===== src/rtl/enc_pkg.sv =====
// Shared constants and helpers for the round-robin priority encoder.
// Holds the mode selectors and a width helper that never returns zero.
package enc_pkg;

    localparam int MODE_FIXED = 0;
    localparam int MODE_RR    = 1;

    // A 2-line encoder still needs a 1-bit index, so never return zero.
    function automatic int safe_clog2(input int n);
        return (n <= 2) ? 1 : $clog2(n);
    endfunction

endpackage


===== src/rtl/prio_find_first.sv =====
// Combinational find-first-set: reports the lowest set bit of vec.
// When nothing is set, idx is 0 and found is 0.
module prio_find_first
    import enc_pkg::*;
#(
    parameter int N = 8,
    localparam int W = safe_clog2(N)
) (
    input  logic [N-1:0] vec,
    output logic [W-1:0] idx,
    output logic         found
);

    // Scan from the top so the lowest set bit is the last one written.
    always_comb begin
        idx   = '0;
        found = 1'b0;
        for (int i = N - 1; i >= 0; i--) begin
            if (vec[i]) begin
                idx   = W'(i);
                found = 1'b1;
            end
        end
    end

endmodule


===== src/rtl/rr_priority_encoder.sv =====
// N-to-log2(N) priority encoder with a registered result and valid/ready on both sides.
// MODE selects fixed or round-robin priority; define RR_ENC_MULTI_HOT_EN to add the multi output.
module rr_priority_encoder
    import enc_pkg::*;
#(
    parameter int N = 8,
    localparam int W = safe_clog2(N),
    parameter int MODE = MODE_FIXED
) (
    input  logic         clk,
    input  logic         rst_n,
    input  logic [N-1:0] req,
    input  logic         in_valid,
    output logic         in_ready,
    output logic         out_valid,
    input  logic         out_ready,
    output logic [W-1:0] idx,
`ifdef RR_ENC_MULTI_HOT_EN
    output logic         multi,
`endif
    output logic         none
);

    logic         accept;
    logic [W-1:0] grant_idx;
    logic         grant_found;

    assign in_ready = !out_valid || out_ready;
    assign accept   = in_valid && in_ready;

    if (MODE == MODE_RR) begin : g_rr
        logic [W-1:0] ptr;
        logic [N-1:0] mask;
        logic [N-1:0] masked;
        logic [W-1:0] masked_idx;
        logic [W-1:0] full_idx;
        logic         masked_found;
        logic         full_found;

        // Keep only bits at or above ptr; the unmasked search handles the wrap.
        always_comb begin
            mask = '0;
            for (int i = 0; i < N; i++) begin
                mask[i] = (i >= int'(ptr));
            end
        end

        assign masked = req & mask;

        prio_find_first #(.N(N)) u_masked (
            .vec   (masked),
            .idx   (masked_idx),
            .found (masked_found)
        );

        prio_find_first #(.N(N)) u_full (
            .vec   (req),
            .idx   (full_idx),
            .found (full_found)
        );

        assign grant_idx   = masked_found ? masked_idx : full_idx;
        assign grant_found = full_found;

        // The increment wraps N-1 back to 0 through W-bit overflow.
        always_ff @(posedge clk or negedge rst_n) begin
            if (!rst_n) begin
                ptr <= '0;
            end else if (accept && grant_found) begin
                ptr <= grant_idx + W'(1);
            end
        end
    end else begin : g_fixed
        prio_find_first #(.N(N)) u_find (
            .vec   (req),
            .idx   (grant_idx),
            .found (grant_found)
        );
    end

`ifdef RR_ENC_MULTI_HOT_EN
    logic multi_hot;

    // Clearing the lowest set bit leaves something only if two or more were set.
    assign multi_hot = |(req & (req - N'(1)));
`endif

    always_ff @(posedge clk or negedge rst_n) begin
        if (!rst_n) begin
            out_valid <= 1'b0;
            idx       <= '0;
            none      <= 1'b0;
`ifdef RR_ENC_MULTI_HOT_EN
            multi     <= 1'b0;
`endif
        end else if (accept) begin
            out_valid <= 1'b1;
            idx       <= grant_found ? grant_idx : '0;
            none      <= !grant_found;
`ifdef RR_ENC_MULTI_HOT_EN
            multi     <= multi_hot;
`endif
        end else if (out_ready) begin
            out_valid <= 1'b0;
        end
    end

endmodule

===== config.mk =====
export PLATFORM = sky130hd
export DESIGN_NAME = rr_priority_encoder
export DESIGN_NICKNAME = d
export VERILOG_FILES = /design/src/rtl/enc_pkg.sv /design/src/rtl/prio_find_first.sv /design/src/rtl/rr_priority_encoder.sv
export SDC_FILE = /design/constraint.sdc
export NUM_CORES = 1
export LEC_CHECK = 0
export CAP_MARGIN = 20
export CORE_AREA = 10 10 47 49
export CTS_CLUSTER_DIAMETER = 120
export DETAILED_ROUTE_END_ITERATION = 7
export DIE_AREA = 0 0 57 59
export MAX_ROUTING_LAYER = met4
export SLEW_MARGIN = 20
export SYNTH_ARGS = -nofsm -noshare
export SYNTH_HDL_FRONTEND = slang
export SYNTH_SLANG_ARGS = --single-unit

===== constraint.sdc =====
create_clock -name clk -period 1 [get_ports clk]
set_input_delay 0.2 -clock clk [delete_from_list [all_inputs] [get_ports clk]]
set_output_delay 0.2 -clock clk [all_outputs]
set_load 0.1 [all_outputs]

[Yosys cells after proc, flatten, opt, wreduce, memory -nomap -nowiden]
Cells that the tools add are included.
Cells by class
  multiplexer cells: 19
  reduce and logical (&&, ||, !) cells: 5
Operators with widths (count)
  3-bit two-way mux: 9
  1-bit two-way mux: 10
  1-bit logical NOT: 2
  2-bit nonzero test: 1
  1-bit logical AND: 1
  1-bit logical OR: 1
Storage, ports and cells
  word-level logic and storage cells: 27
  flip-flop bits (word level): 5
  bits of input ports: 12

[Longest topological paths before layout]
Gate-level depths: netlist of run 1.
  depth in word-level cells: 9
  gate-level depth with buffers: 4
  depth with buffers taken out: 4

[Hierarchy]
From an unflattened synthesis of run 1, not the netlist that was laid out.
Second synthesis, totals
  cell total of the unflattened synthesis: 29
  area, all modules: 294.0 µm²
Modules (own cells, without submodules)
  rr_priority_encoder: seq. area each 125.1 µm², area an instance 214.0 µm², cells an instance 16, instances 1
  prio_find_first: seq. area each 0.0 µm², area an instance 80.1 µm², cells an instance 13, instances 1

[Least setup slack after synthesis of run 1]
OpenSTA, ideal clock, no wires.
  path type: reg2reg
  from: register out_valid
  to: register idx[1]
  data required time: 877 ps
  path buffers: 0
  stages on the path, launching flop included: 5
  clock period less this slack: 2563 ps
  library setup time: 123 ps
  path slack: -1563 ps
  arrival: 2440 ps
  cell sequence: dfrtp_1 -> nand2b_1 -> nand2_1 -> a21oi_2 -> a32o_1
On the way
  word-level cells in the longest chain between the ends: 3
RTL lines
  from (decl): line rr_priority_encoder.sv:15  | output logic out_valid,
  from (signal assigned): line rr_priority_encoder.sv:90  | out_valid <= 1'b0;
  from (signal assigned): line rr_priority_encoder.sv:97  | out_valid <= 1'b1;
  from (signal assigned): line rr_priority_encoder.sv:104  | out_valid <= 1'b0;
  1-bit logical NOT: line rr_priority_encoder.sv:28  | assign in_ready = !out_valid || out_ready;
  1-bit logical OR: line rr_priority_encoder.sv:28
  named net in_ready: line rr_priority_encoder.sv:14  | output logic in_ready,
  1-bit logical AND: line rr_priority_encoder.sv:29  | assign accept = in_valid && in_ready;
  to (signal assigned): line rr_priority_encoder.sv:98  | idx <= grant_found ? grant_idx : '0;
  to (decl): line rr_priority_encoder.sv:17  | output logic [W-1:0] idx,
The timed path passes the listed nets, and every way through them passes these cells.
A chain may end at the register's enable or synchronous reset.

[Worst setup path in the final report of run 1]
  from: register out_valid
  to: output port out_valid
No word-level cell between the ends.

==> summary.txt, run 1 <==
Power
  – Part of the power in registers: 0.270
  – Cell-internal power: 570 uW
  – Maximum VDD drop: 0.535 mV
  – Clock network power share: 0.250
  – Sw Share: 0.383
  – Final Power: 924 uW
  – NetSw: 354 uW
  – Leak Pwr: 0.332 nW
  – Combinational share of power: 0.480
  – Pwr/cell area: 1260 nW/um2

Worst setup path
  – Max incr delay on CP: 0.49 ns
  – Slowest cell on crit path: dfrtp_4
  – Crit path from: out_valid
  – Nature of the critical path startpoint: flop
  – R2R setup slack: -0.18 ns
  – Max FO, Critical Path: 2
  – WS Path Type: flop to primary output
  – Reg-to-reg startpoint: out_valid
  – CP Data Arrival Time: 1.01 ns
  – R2R Path End: idx[1]
  – Req. time, crit path: 0.80 ns
  – Crit path capture: out_valid
  – CP endpoint kind: primary output
  – Worst reg2reg path depth: 5
  – CP cell instances: buf_6 -> buf_12

STA
  – Worst slew pin tran: 0.298 ns
  – Crit share post-route: 1.21
  – Unrepaired setup endpoints after global routing: yes
  – Slew Viols, Final: 0
  – Slew margin rel.: 0.800
  – Finish-stage setup viols: 10
  – Hold slack final: 0.184 ns
  – Crit path time final: 1.21 ns
  – Hold Vio Cnt, Final: 0
  – Worst setup margin: -0.212 ns
  – Final Skew: 0.00108 ns
  – Fmax: 825 MHz

CTS
  – Hold bufs inserted after CTS: 0
  – CTS tree: done
  – Max clock buf depth: 2
  – Clock-pin slew on the worst setup and hold paths: 0.04 ns
  – Root Buffer: clkbuf_4
  – Clk_lat worst skew: 0.24 ns
  – H-tree depth: 1
  – CTS sink cnt: 5
  – Number of buffers created by CTS: 3

Final layout
  – Multi-input logic area: 190 um2
  – Layout Nets: 77
  – P&R area growth vs syn: 159%
  – Storage cell area: 134 um2
  – Final cell count without fillers: 80
  – Layout fillers: 154
  – Ratio of cells with drive above 1 in the final layout: 0.578
  – Fin util: 0.523
  – Diodes inserted: 0
  – Post-layout instance area: 733 um2

Detailed routing
  – DRT Wirelength: 1050 um
  – Wire per inst: 13.2 um
  – Antenna Nets Post-Route: 0
  – Via count: 368
  – Drc violations: 0
  – Via-per-instance ratio: 4.60
  – Initial DRC count: 2
  – Drt pass-1 iters: 4

Synth
  – Post-synth EDFFs: 0
  – Most common cell in the netlist: dfrtp_1
  – Yosys top cell area share: 0.442
  – Syn avg cell area: 10.1 um2
  – Ys Warns: 0
  – Sequential fraction of the synthesis area: 0.442
  – Synth area leader: dfrtp_1
  – Synth Instances: 28
  – Most used DFF post-synth: dfrtp_1
  – Leading post-synthesis cells by cell area: dfrtp_1 (44%), nor4_4 (15%), a32o_1 (7.1%)
  – Syn Nets: 40
  – Flops & latches, synth: 5
  – Syn Std Cell Area: 283 um2
  – Synth top cells by count: dfrtp_1 (5), nor2_1 (4), a21oi_1 (3), inv_1 (3)
  – Async SR Flop Fraction: 1.00
  – Distinct cell type count of the synthesized netlist: 12

Global route
  – Number of global-route vias before repair: 434
  – Largest net degree at the start of global routing: 6
  – Overflow after GRT: 0
  – First-pass GRT wire length: 1840 um
  – Antenna violations before repair: 0
  – Overall global routing resource usage: 0.0720

Placement
  – Post-Place Cell Area: 647 um2
  – GPL Wtd Cong: 0.647
  – I/O Buffers: 17
  – Placed Cells: 73

Floorplan
  – # IOs: 18
  – Starting Density: 0.202
  – Die ar.: 3360 um2
  – Die height: 59 um
  – Core Footprint: 1400 um2
  – # rows: 14
  – Die Width: 57 um

Flow run
  – Max_cap viols: 0

Status
  – Outcome: finished with violations
  – Failing checks: setup timing

Worst hold path
  – Hold crit path type: input pin to async pin
==> cell families after synthesis <==
kind of cell / share of synthesized area
AOI/OAI and AO/OA: 0.226
buffers and inverters: 0.0398
DFF: 0.442
and+or+nand+nor: 0.292
==> power by group through the flow <==
stage               logic [mW]  registers, mW  clock network, mW
floorplan               0.0678          0.381                  0
global placement         0.412          0.251                  0
detailed placement       0.418          0.252                  0
CTS                      0.429          0.250              0.239
global route             0.465          0.252              0.256
finish                   0.443          0.250              0.231
==> routing by layer <==
metal | part of all wire | GRT usage | vias up
li1 | - | - | 173
met1 | 0.38 | 0.0667 | 166
met2 | 0.52 | 0.118 | 23
met3 | 0.077 | 0.0386 | 6
met4 | 0.018 | 0.0403 | 0
met5 | 0 | - | -
==> stage by stage <==
step,worst slack [ns],TNS [ns]
2_1_floorplan,-0.415,-1.78
3_3_place_gp,-0.451,-2.00
3_5_place_dp,-0.489,-2.13
4_1_cts,-0.227,-1.14
5_1_grt,-0.245,-1.57
6_report,-0.212,-1.16
==> timing repair <==
action,CTS,global route
pin swaps,3,3
gates cloned,0,0
endpoints found under the setup margin,10,11
gates resized for setup,13,5
setup buffers,3,0
==> how the worst min path moves through the flow <==
| stage | cells past startpoint | slack, ns | endpoint | from |
|---|---|---|---|---|
| 3_5_place_dp | 1 | 0.44 | out_valid | rst_n |
| 3_3_place_gp | 1 | 0.44 | out_valid | rst_n |
| 2_1_floorplan | 0 | -0.1 | idx[0] | rst_n |
| 5_1_grt | 1 | 0.19 | out_valid | rst_n |
| 4_1_cts | 1 | 0.18 | out_valid | rst_n |
| 6_report | 1 | 0.18 | out_valid | rst_n |
==> worst max-delay path: cells and delay by family (launching register included) <==
kind / cells / cell delay (ns)
DFF: 1 / 0.49
buffers and inverters: 2 / 0.28
==> state kept, by name, summed over array words and instances, names as in the netlist <==
signal,flops
none,1
idx,3
out_valid,1
==> final cells by class <==
class	count	share of cell area
clock buffers	4	0.0358
inverters	3	0.0154
multi-input cells	20	0.259
flip-flops and latches	5	0.183
well taps	16	0.0273
repair buffers	32	0.480
==> layout by cell type (no fill, tap or decap), drive strengths merged <==
master,Yosys,layout
a21oi,4,4
a32o,2,2
buf,0,21
clkbuf,0,4
clkdlybuf4s50,0,3
dfrtp,5,5
dlygate4sd2,0,8
inv,3,3
nand2,2,2
nand2b,2,2
nand3,1,1
nor2,4,4
nor4,2,2
o21ai,1,1
o31ai,2,2
Power figures use the tool's default switching activity.
==> inputs of run 2 (changes only) <==
- RECOVER_POWER: not set -> 25
==> run 2 against run 1 <==
Effect of this change: the run still ends with setup timing left; clock skew did not move; worst setup slack did not move; via count did not move; die area did not move; critical endpoint unchanged; largest cell class unchanged; highest routed layer unchanged.
==> summary.txt, run 2 (synthesized netlist as in run 1, its figures left out) <==
CTS
  – Clk_lat worst skew: 0.24 ns (about the same)
  – CTS tree: done
  – H-tree depth: 1 (unchanged)
  – Number of buffers created by CTS: 3 (unchanged)
  – Root Buffer: clkbuf_4
  – Max clock buf depth: 2 (unchanged)
  – Clock-pin slew on the worst setup and hold paths: 0.04 ns (about the same)
  – Hold bufs inserted after CTS: 0 (unchanged)
  – CTS sink cnt: 5 (unchanged)

Worst setup path
  – Nature of the critical path startpoint: flop
  – Crit path from: out_valid
  – Worst reg2reg path depth: 5 (unchanged)
  – Slowest cell on crit path: dfrtp_4
  – WS Path Type: flop to primary output
  – Req. time, crit path: 0.80 ns (about the same)
  – R2R Path End: idx[1]
  – CP endpoint kind: primary output
  – Max incr delay on CP: 0.49 ns (about the same)
  – CP Data Arrival Time: 1.01 ns (about the same)
  – Reg-to-reg startpoint: out_valid
  – R2R setup slack: -0.18 ns (about the same)
  – CP cell instances: buf_6 -> buf_12
  – Crit path capture: out_valid
  – Max FO, Critical Path: 2 (unchanged)

Final layout
  – Fin util: 0.523 (unchanged)
  – Layout Nets: 77 (unchanged)
  – Regs by FF count: idx (3), none (1), out_valid (1)
  – Largest Register: idx
  – Max FFs per register: 3 (unchanged)
  – Commonest non-fill, non-tap cell in the layout: buf_4
  – Diodes inserted: 0 (unchanged)
  – Ratio of cells with drive above 1 in the final layout: 0.578 (unchanged)
  – P&R area growth vs syn: 159% (unchanged)
  – Final cell count without fillers: 80 (unchanged)
  – Most frequent cells in the layout: buf_4 (10), dlygate4sd2_1 (8), buf_12 (6), buf_6 (5), dfrtp_2 (4)

STA
  – Finish-stage setup viols: 10 (unchanged)
  – Final Skew: 0.00108 ns (unchanged)
  – Slew Viols, Final: 0 (unchanged)
  – Hold Vio Cnt, Final: 0 (unchanged)
  – Crit share post-route: 1.21 (unchanged)
  – Hold slack final: 0.254 ns (+0.0704 ns)
  – Slew margin rel.: 0.800 (unchanged)
  – Worst slew pin tran: 0.298 ns (unchanged)
  – Fmax: 825 MHz (unchanged)
  – Worst setup margin: -0.212 ns (unchanged)
  – Crit path time final: 1.21 ns (unchanged)
  – Unrepaired setup endpoints after global routing: yes

Power
  – Maximum VDD drop: 0.534 mV (-0.18%)
  – Leak Pwr: 0.332 nW (about the same)
  – Pwr/cell area: 1260 nW/um2 (about the same)

Detailed routing
  – Drt pass-1 iters: 4 (unchanged)
  – Drc violations: 0 (unchanged)
  – Antenna Nets Post-Route: 0 (unchanged)
  – Via-per-instance ratio: 4.60 (unchanged)
  – Wire per inst: 13.2 um (about the same)
  – Via count: 368 (unchanged)
  – DRT Wirelength: 1050 um (about the same)
  – Initial DRC count: 2 (unchanged)

Placement
  – I/O Buffers: 17 (unchanged)
  – GPL Wtd Cong: 0.647 (unchanged)
  – Placed Cells: 73 (unchanged)

Global route
  – Number of global-route vias before repair: 434 (unchanged)
  – Antenna violations before repair: 0 (unchanged)
  – First-pass GRT wire length: 1840 um (unchanged)
  – Largest net degree at the start of global routing: 6 (unchanged)
  – Overflow after GRT: 0 (unchanged)
  – Overall global routing resource usage: 0.0720 (unchanged)

Floorplan
  – # rows: 14 (unchanged)
  – Die ar.: 3360 um2 (unchanged)
  – Starting Density: 0.202 (unchanged)
  – # IOs: 18 (unchanged)
  – Core Footprint: 1400 um2 (unchanged)
  – Die height: 59 um (unchanged)
  – Die Width: 57 um (unchanged)

Flow run
  – Max_cap viols: 0 (unchanged)

Worst hold path
  – Hold crit path type: input pin to async pin

Status
  – Outcome: finished with violations
  – Failing checks: setup timing
==> run 2: where the power goes <==
| part | leakage [nW] | switching (mW) | total [mW] | internal, mW |
|---|---|---|---|---|
| registers | 0.0567 | 0.0226 | 0.250 | 0.227 |
| logic | 0.260 | 0.251 | 0.442 | 0.191 |
| clock network | 0.0150 | 0.0803 | 0.231 | 0.151 |
| total | 0.332 | 0.354 | 0.923 | 0.569 |
==> run 2: metal layers <==
metal,GRT usage,part of all wire
met4,0.0403,0.018
met5,-,0
met3,0.0386,0.077
met2,0.118,0.52
met1,0.0667,0.38
==> run 2: layout make-up <==
class	count	area, um2
clock buffer	4	26.3
multi-input combinational	20	190
inverter	3	11.3
timing repair buffer	32	352
sequential	5	134
tap	16	20.0
fill	154	668
==> run 2: timing repair <==
item                                    4_1_cts  5_1_grt
buffers inserted                              3        0
pin swaps                                     3        3
endpoints found under the setup margin       10       11
gates resized for setup                      13        5
==> run 2: how the worst min path moves through the flow <==
stage / endpoint / slack (ns) / cells after the start
6_report: out_valid / 0.25 / 1
5_1_grt: out_valid / 0.26 / 1
4_1_cts: out_valid / 0.18 / 1
3_5_place_dp: out_valid / 0.44 / 1
3_3_place_gp: out_valid / 0.44 / 1
2_1_floorplan: idx[0] / -0.1 / 0
==> run 2: worst max-delay path, delay by kind of cell, from the launching register on <==
family	cells	cell delay, ns
buffers and inverters	2	0.28
flip-flops	1	0.49
==> run 2: stage by stage <==
stage / setup slack, ns / instance area, um2 / total power, mW / setup TNS, ns
2_1_floorplan: -0.415 / 307 / 0.448 / -1.78
3_3_place_gp: -0.451 / 647 / 0.664 / -2.00
3_5_place_dp: -0.489 / 647 / 0.670 / -2.13
4_1_cts: -0.227 / 708 / 0.918 / -1.14
5_1_grt: -0.245 / 733 / 0.972 / -1.57
6_report: -0.212 / 733 / 0.923 / -1.16
==> inputs of run 3 (changes only) <==
- SKIP_LAST_GASP: not set -> 1
==> run 3 against run 2 <==
Effect of this change: the run still ends with setup timing left; highest routed layer unchanged; largest cell class unchanged; sequential power hardly changed; first-iteration DRC count unchanged; final cell count stayed put; largest power group unchanged.
==> summary.txt, run 3 (synthesized netlist as in run 1, its figures left out) <==
Detailed routing
  – Drt pass-1 iters: 4 (unchanged)
  – DRT Wirelength: 1030 um (-2.4%)
  – Drc violations: 0 (unchanged)
  – Via count: 360 (-2.2%)
  – Antenna Nets Post-Route: 0 (unchanged)
  – Initial DRC count: 2 (unchanged)
  – Via-per-instance ratio: 4.50 (-2.2%)
  – Wire per inst: 12.8 um (-2.4%)

Placement
  – Post-Place Cell Area: 647 um2 (unchanged)
  – Worst slack, placed: -0.489 ns (unchanged)
  – I/O Buffers: 17 (unchanged)
  – GPL Wtd Cong: 0.647 (unchanged)
  – Placed Cells: 73 (unchanged)

Final layout
  – Most frequent cells in the layout: buf_4 (10), dlygate4sd2_1 (8), buf_12 (6), buf_6 (5), dfrtp_2 (4)
  – Commonest non-fill, non-tap cell in the layout: buf_4
  – Ratio of cells with drive above 1 in the final layout: 0.563 (-0.0156)
  – Final cell count without fillers: 80 (unchanged)
  – Regs by FF count: idx (3), none (1), out_valid (1)
  – Layout Nets: 77 (unchanged)
  – Storage cell area: 134 um2 (unchanged)
  – Layout fillers: 154 (unchanged)
  – Max FFs per register: 3 (unchanged)
  – Multi-input logic area: 183 um2 (-3.9%)
  – Largest Register: idx
  – Post-layout instance area: 726 um2 (-1.0%)
  – Diodes inserted: 0 (unchanged)
  – P&R area growth vs syn: 157%

Global route
  – Number of global-route vias before repair: 434 (unchanged)
  – First-pass GRT wire length: 1840 um (unchanged)
  – Overall global routing resource usage: 0.0720 (unchanged)
  – Overflow after GRT: 0 (unchanged)
  – Antenna violations before repair: 0 (unchanged)
  – Largest net degree at the start of global routing: 6 (unchanged)

Worst setup path
  – CP Data Arrival Time: 1.01 ns (about the same)
  – R2R setup slack: -0.18 ns (about the same)
  – Worst reg2reg path depth: 5 (unchanged)
  – Max FO, Critical Path: 2 (unchanged)
  – Nature of the critical path startpoint: flop
  – Req. time, crit path: 0.80 ns (about the same)
  – WS Path Type: flop to primary output
  – R2R Path End: idx[1]
  – Reg-to-reg startpoint: out_valid
  – CP endpoint kind: primary output

CTS
  – Root Buffer: clkbuf_4
  – Max clock buf depth: 2 (unchanged)
  – Hold bufs inserted after CTS: 0 (unchanged)
  – Number of buffers created by CTS: 3 (unchanged)
  – CTS sink cnt: 5 (unchanged)
  – Clock-pin slew on the worst setup and hold paths: 0.04 ns (about the same)
  – H-tree depth: 1 (unchanged)
  – CTS tree: done
  – Clk_lat worst skew: 0.24 ns (about the same)

Power
  – Leak Pwr: 0.326 nW (-1.8%)
  – Maximum VDD drop: 0.532 mV (-0.29%)
  – Pwr/cell area: 1270 nW/um2 (+0.65%)
  – Final Power: 919 uW (-0.38%)

STA
  – Worst setup margin: -0.214 ns (-0.00194 ns)
  – Slew Viols, Final: 0 (unchanged)
  – Fmax: 823 MHz (-0.16%)
  – Crit path time final: 1.21 ns (+0.00194 ns)
  – Hold Vio Cnt, Final: 0 (unchanged)
  – Setup tns final: -1.17 ns (-0.00724 ns)
  – Final Skew: 0.00168 ns (+0.000605 ns)
  – Crit share post-route: 1.21 (+0.00194)
  – Unrepaired setup endpoints after global routing: yes
  – Worst slew pin tran: 0.297 ns (-0.000979 ns)
  – Slew margin rel.: 0.800 (about the same)
  – Finish-stage setup viols: 10 (unchanged)

Floorplan
  – # IOs: 18 (unchanged)
  – Die height: 59 um (unchanged)
  – Starting Density: 0.202 (unchanged)
  – Die Width: 57 um (unchanged)
  – Die ar.: 3360 um2 (unchanged)
  – # rows: 14 (unchanged)
  – Core Footprint: 1400 um2 (unchanged)

Worst hold path
  – Hold crit path type: input pin to async pin

Status
  – Outcome: finished with violations
  – Failing checks: setup timing

Flow run
  – Max_cap viols: 0 (unchanged)
-- run 3: changes by cell type in the layout (fill, tap and decap cells not counted) --
cell | before | now
nand2b_1 | 0 | 1
nand2b_4 | 2 | 1
-- run 3: cell type report --
class,instances,share of cell area
clock buffer,4,0.0362
inverter,3,0.0155
multi-input combinational,20,0.252
sequential,5,0.184
tap,16,0.0276
timing repair buffer,32,0.484
-- run 3: per-layer routing --
layer  part of all wire  global-route usage  vias to the layer above
li1                   -                   -                      173
met1               0.40              0.0667                      164
met2               0.51               0.118                       19
met3              0.075              0.0386                        4
met4              0.014              0.0403                        0
met5                  0                   -                        -
-- run 3: how the worst max path moves through the flow --
stage,from,to,depth (start not counted)
CTS,out_valid,out_valid,2
global route,out_valid,out_valid,2
floorplan,out_valid,idx[0],4
finish,out_valid,out_valid,2
global placement,req[2],idx[1],4
detailed placement,req[2],idx[1],4
-- run 3: per-stage QoR --
stage	hold WS (ns)	util
6_report	0.252	0.518
5_1_grt	0.261	0.518
4_1_cts	0.185	0.505
3_5_place_dp	0.445	0.462
3_3_place_gp	0.440	0.462
2_1_floorplan	-0.0956	-
-- run 3: worst max-delay path, cell delays in order, from the launching register on --
cell,delay (ns)
dfrtp_4,0.49
buf_6,0.13
buf_12,0.15
-- run 3: timing repair --
item,CTS,global route
gates resized for setup,13,4
pin swaps,3,3
endpoints found under the setup margin,10,11
buffers inserted,3,0
-- run 3: where the power goes --
group | total (mW) | internal, mW | switching [mW]
clock | 0.233 | 0.151 | 0.0823
combinational | 0.437 | 0.188 | 0.249
sequential | 0.249 | 0.227 | 0.0222
total | 0.919 | 0.566 | 0.353
